File: src/rtl/pmod_led_bank.sv
// pmod_led_bank: per-channel OFF/ON/BLINK/PWM LED driver behind a one-write-per-two-cycles config port.
// Optional macro LED_BANK_SYNC_EN: every valid write also phase-aligns all BLINK channels.
`timescale 1ns/1ps
module pmod_led_bank #(
   parameter int CHANNELS  = 4,
   parameter int CNT_WIDTH = 24,
   parameter int PWM_WIDTH = 8
) (
   input  logic                                              clk,
   input  logic                                              rst,
   input  logic                                              cfg_valid,
   output logic                                              cfg_ready,
   input  logic [((CHANNELS > 1) ? $clog2(CHANNELS) : 1)-1:0] cfg_chan,
   input  logic [1:0]                                        cfg_mode,
   input  logic [CNT_WIDTH-1:0]                              cfg_param,
   output logic [CHANNELS-1:0]                               led
);

   localparam logic [1:0] MODE_OFF   = 2'b00;
   localparam logic [1:0] MODE_ON    = 2'b01;
   localparam logic [1:0] MODE_BLINK = 2'b10;
   localparam logic [1:0] MODE_PWM   = 2'b11;

`ifdef LED_BANK_SYNC_EN
   localparam bit SYNC_EN = 1'b1;
`else
   localparam bit SYNC_EN = 1'b0;
`endif

   logic                 cfg_ready_reg;
   logic [PWM_WIDTH-1:0] pwm_cnt_reg;
   logic                 wr_accept;
   logic                 wr_valid_chan;
   logic                 blink_sync;
   logic                 wr_led;

   assign cfg_ready     = cfg_ready_reg;
   assign wr_accept     = cfg_valid && cfg_ready_reg;
   // Out-of-range channel writes are still consumed, they just select nothing.
   assign wr_valid_chan = wr_accept && (32'(cfg_chan) < 32'(CHANNELS));
   assign blink_sync    = SYNC_EN && wr_valid_chan;

   // LED value the written channel takes on the accepting edge.
   always_comb begin
      wr_led = 1'b0;
      case (cfg_mode)
         MODE_ON, MODE_BLINK: wr_led = 1'b1;
         MODE_PWM:            wr_led = (pwm_cnt_reg < cfg_param[PWM_WIDTH-1:0]);
         default:             wr_led = 1'b0;
      endcase
   end

   // Ready drops for the single cycle after each accepted write; PWM counter free-runs.
   always_ff @(posedge clk or posedge rst) begin
      if (rst) begin
         cfg_ready_reg <= 1'b0;
         pwm_cnt_reg   <= '0;
      end else begin
         cfg_ready_reg <= !wr_accept;
         pwm_cnt_reg   <= pwm_cnt_reg + PWM_WIDTH'(1);
      end
   end

   genvar gi;
   generate
      for (gi = 0; gi < CHANNELS; gi++) begin : g_chan
         logic [1:0]           mode_reg;
         logic [CNT_WIDTH-1:0] param_reg;
         logic [CNT_WIDTH-1:0] cnt_reg;
         logic                 led_reg;
         logic                 wr_sel;
         logic                 duty_hit;

         assign wr_sel   = wr_valid_chan && (32'(cfg_chan) == 32'(gi));
         assign duty_hit = (pwm_cnt_reg < param_reg[PWM_WIDTH-1:0]);

         always_ff @(posedge clk or posedge rst) begin
            if (rst) begin
               mode_reg  <= MODE_OFF;
               param_reg <= '0;
               cnt_reg   <= '0;
               led_reg   <= 1'b0;
            end else if (wr_sel) begin
               mode_reg  <= cfg_mode;
               param_reg <= cfg_param;
               cnt_reg   <= '0;
               led_reg   <= wr_led;
            end else if (blink_sync && (mode_reg == MODE_BLINK)) begin
               cnt_reg <= '0;
               led_reg <= 1'b1;
            end else begin
               case (mode_reg)
                  MODE_ON: led_reg <= 1'b1;
                  MODE_BLINK: begin
                     // Counter never exceeds param, so it cannot overflow.
                     if (cnt_reg == param_reg) begin
                        cnt_reg <= '0;
                        led_reg <= !led_reg;
                     end else begin
                        cnt_reg <= cnt_reg + CNT_WIDTH'(1);
                     end
                  end
                  MODE_PWM: led_reg <= duty_hit;
                  default:  led_reg <= 1'b0;
               endcase
            end
         end

         assign led[gi] = led_reg;
      end
   endgenerate

endmodule

File: config.mk
export PLATFORM = sky130hd
export DESIGN_NAME = pmod_led_bank
export DESIGN_NICKNAME = d
export VERILOG_FILES = /design/src/rtl/pmod_led_bank.sv
export SDC_FILE = /design/constraint.sdc
export NUM_CORES = 1
export LEC_CHECK = 0
export ABC_AREA = 1
export BUFFER_PORTS_ARGS = -buffer_cell sky130_fd_sc_hd__buf_2
export CAP_MARGIN = 20
export CORE_MARGIN = 4
export CORE_UTILIZATION = 63
export DETAILED_ROUTE_END_ITERATION = 12
export PLACE_DENSITY = 0.8
export SLEW_MARGIN = 20
export SYNTH_ARGS = -nofsm -noshare
export SYNTH_HDL_FRONTEND = slang
export SYNTH_SLANG_ARGS = --single-unit
File: constraint.sdc
create_clock -name clk -period 10.14 [get_ports clk]
set_input_delay 2.028 -clock clk [delete_from_list [all_inputs] [get_ports clk]]
set_output_delay 2.028 -clock clk [all_outputs]
set_load 0.03 [all_outputs]
==> results.sh <==
export IMPL_number_of_failing_setup_endpoints_in_the_final_timing_report=0
export IMPL_die_width_um=149.9
export IMPL_cts_buffers_inserted=24
export IMPL_netlist_area_mm2=0.01268
export IMPL_max_clock_path_buffers=3
export IMPL_routed_wire_length_per_instance_um=15.69
export IMPL_worst_hold_path_num_cells=2
export IMPL_pre_cts_slack_ns=5.615
export IMPL_postSynth_topFlopCell="sky130_fd_sc_hd__dfrtp_1"
export IMPL_grt_util_all_layers_pct=28.39
export IMPL_critical_path_arrival_ns=4.45
export IMPL_vdd_drop_max_mv=0.1745
export IMPL_die_h_um=149.9
export IMPL_layout_drive_gt1_share_pct=8.703
export IMPL_max_slew_margin_pct=33.93
export IMPL_initial_core_util_pct=64.54
export IMPL_slew_viol_final=0
export IMPL_postSynthAreaPerCell_um2=7.618
export IMPL_cts_resized=0
export IMPL_flow_area_growth_from_synthesis_pct=8.118
export IMPL_power_leakage_nw=6.828
export IMPL_max_slew_worst_pin_slew_ns=0.9910
export IMPL_finalNonFillerCells=1955
export IMPL_drt_first_pass_iters=7
export IMPL_yosysSeqAreaShare_pct=42.02
export IMPL_tritoncts="built"
export IMPL_synth_top_family_by_area="simple AND/OR/NAND/NOR gates"
export IMPL_overflow=0
export IMPL_clock_insertion_delay_worst_skew_ns=0.52
export IMPL_synth_seq_cells=213
export IMPL_grt_setup_unrepaired="no"
export IMPL_postSynth_asyncResetShare_pct=100.0
export IMPL_synth_simple_gate_area_share_pct=27.92
export IMPL_cp_end_kind="flop"
export IMPL_number_of_buffers_inserted_for_hold_repair_after_clock_tree_synthesis=0
export IMPL_initial_antenna_violation_count=3
export IMPL_fin_total_pwr_mw=2.442
export IMPL_buffer_ports_inserted=35
export IMPL_fin_area_mm2=0.01371
export IMPL_routed_via_count=10685
export IMPL_compound_gate_portion_of_the_synthesized_area_pct=8.513
export IMPL_clk_transition_reported_paths_ns=0.06
export IMPL_routabilityCongestion=0.9092
export IMPL_netlist_instances=1665
export IMPL_cts_setup_buffers=0
export IMPL_final_setup_tns_ns=0
export IMPL_clock_tree_root_cell="sky130_fd_sc_hd__clkbuf_16"
export IMPL_final_hold_worst_slack_ns=0.5029
export IMPL_synth_adder_area_share_pct=4.143
export IMPL_route_detailed_drc=0
export IMPL_worst_setup_path_type="in2reg"
export IMPL_status="completed"
export IMPL_ys_top_cells_by_area="sky130_fd_sc_hd__dfrtp_1, sky130_fd_sc_hd__nand2_1, sky130_fd_sc_hd__xor2_1"
export IMPL_wire_length_of_the_first_global_routing_pass_um=51620
export IMPL_pin_count_of_the_biggest_net_entering_global_routing=142
export IMPL_floorplan_core_area_mm2=0.01965
export IMPL_postPlaceCellArea_mm2=0.01293
export IMPL_cts_h_tree_depth=1
export IMPL_die_outline_area_mm2=0.02247
export IMPL_cp_max_fo=54
export IMPL_yosys_warnings=0
export IMPL_highest_clock_rate_mhz=246.2
export IMPL_power_per_cell_area_mw_per_mm2=178.0
export IMPL_final_setup_skew_ns=0.01136
export IMPL_r2r_worst_path_cells=7
export IMPL_grt_pass1_vias=10469
export IMPL_timing_final_hold_violations=0
export IMPL_place_hpwl_um=21760
export IMPL_fin_crit_sh_pct=40.05
export IMPL_tmin_final_ns=4.061
export IMPL_design_final_nets=1745
export IMPL_final_antenna_net_count=0
export IMPL_critPathRequiredTime_ns=10.53
export IMPL_routed_wl_um=30680
export IMPL_synth_nets=1738
export IMPL_synth_edff_count=0
export IMPL_vias_per_cell=5.465
export IMPL_critical_path_startpoint_type="input port"
export IMPL_hold_class="reg2reg"
export IMPL_worst_slack_ns=6.079
export IMPL_max_cap_violations=0
export IMPL_clock_sinks=213
export IMPL_drt_iter0_drc=798
export IMPL_post_synth_mux_area_share_pct=0
export IMPL_synth_cell_types=40
export IMPL_final_core_util_pct=69.78
export IMPL_yosys_area_top_type_share_pct=42.02
export IMPL_design_portCount=36
export IMPL_core_rowCount=51
export IMPL_dp_cells=1911
export IMPL_synth_area_leader_cell="sky130_fd_sc_hd__dfrtp_1"
export IMPL_synth_xor_xnor_area_share_pct=8.493
kinds of logic after synthesis:
kind of cell | count (synthesis)
fa+ha+maj | 42
simple gates | 808
xor+xnor | 123
compound gates | 201
buf+inv | 278
flops | 213
cell usage in the layout (no fill, tap or decap), drive strengths merged, types with 24 or more instances in the layout:
master,n
nand4,37
nand3,68
nor2,145
inv,223
nor3,24
ha,42
xnor2,29
buf,37
nand2,524
dfrtp,213
o22ai,38
o21ai,137
xor2,94
clkbuf,40
routing by layer:
metal	vias to the layer above	share of wire [%]	wire, um	GRT usage, %
li1	5280	-	-	-
met1	5071	42	12980	37.34
met2	257	49	14920	47.92
met3	77	5.5	1693	4.300
met4	0	3.5	1087	10.29
met5	-	0	0	0
synth_stat cells (10+ instances only):
| cell type | number |
|---|---|
| sky130_fd_sc_hd__nand2_1 | 509 |
| sky130_fd_sc_hd__dfrtp_1 | 213 |
| sky130_fd_sc_hd__inv_1 | 206 |
| sky130_fd_sc_hd__o21ai_0 | 128 |
| sky130_fd_sc_hd__nor2_1 | 126 |
| sky130_fd_sc_hd__xor2_1 | 94 |
| sky130_fd_sc_hd__nand3_1 | 56 |
| sky130_fd_sc_hd__ha_1 | 42 |
| sky130_fd_sc_hd__o22ai_1 | 37 |
| sky130_fd_sc_hd__nand4_1 | 36 |
| sky130_fd_sc_hd__xnor2_1 | 29 |
| sky130_fd_sc_hd__buf_2 | 19 |
| sky130_fd_sc_hd__a21oi_1 | 18 |
| sky130_fd_sc_hd__clkbuf_1 | 18 |
| sky130_fd_sc_hd__nor3_1 | 18 |
| sky130_fd_sc_hd__inv_2 | 16 |
| sky130_fd_sc_hd__nand2_2 | 13 |
| sky130_fd_sc_hd__nand3_2 | 12 |
| sky130_fd_sc_hd__nor2_2 | 10 |
critical path, stage by stage:
cell and delay [ns]:
sky130_fd_sc_hd__buf_2 0.08, sky130_fd_sc_hd__nand2_2 0.09, sky130_fd_sc_hd__inv_1 0.11, sky130_fd_sc_hd__nand3_2 0.70, sky130_fd_sc_hd__nand2_1 0.79, sky130_fd_sc_hd__inv_1 0.38, sky130_fd_sc_hd__nand2_1 0.15, sky130_fd_sc_hd__o21ai_0 0.09
layout make-up:
class                   instances  area, um2
inverters                     222      840.8
diodes                          1      2.502
fillers                      1641       5939
flip-flops and latches        213       5330
clock buffers                  40      762.0
clock inverters                 3      21.27
multi-input cells            1174       6236
repair buffers                 37      190.2
well taps                     265      331.6
path summary, 6_finish.rpt:
check / slack (ns) / from / to
max in group asynchronous: 6.98 / rst / g_chan[2].cnt_reg[23]
min: 0.50 / g_chan[1].param_reg[16] / g_chan[1].param_reg[16]
min in group asynchronous: 1.69 / rst / g_chan[0].cnt_reg[10]
max: 6.08 / cfg_valid / g_chan[3].cnt_reg[9]
max reg2reg: 7.30 / cfg_ready / g_chan[3].cnt_reg[9]
min reg2reg: 0.50 / g_chan[1].param_reg[16] / g_chan[1].param_reg[16]
report_power, final:
group          leakage, nW  internal [mW]  switching (mW)  total (mW)
logic                 3.66          0.181           0.309       0.490
clock network        0.388          0.510           0.350       0.860
registers             2.78          0.969           0.122        1.09
total                 6.83           1.66           0.781        2.44
No activity file was read; power rests on OpenSTA's default activity.
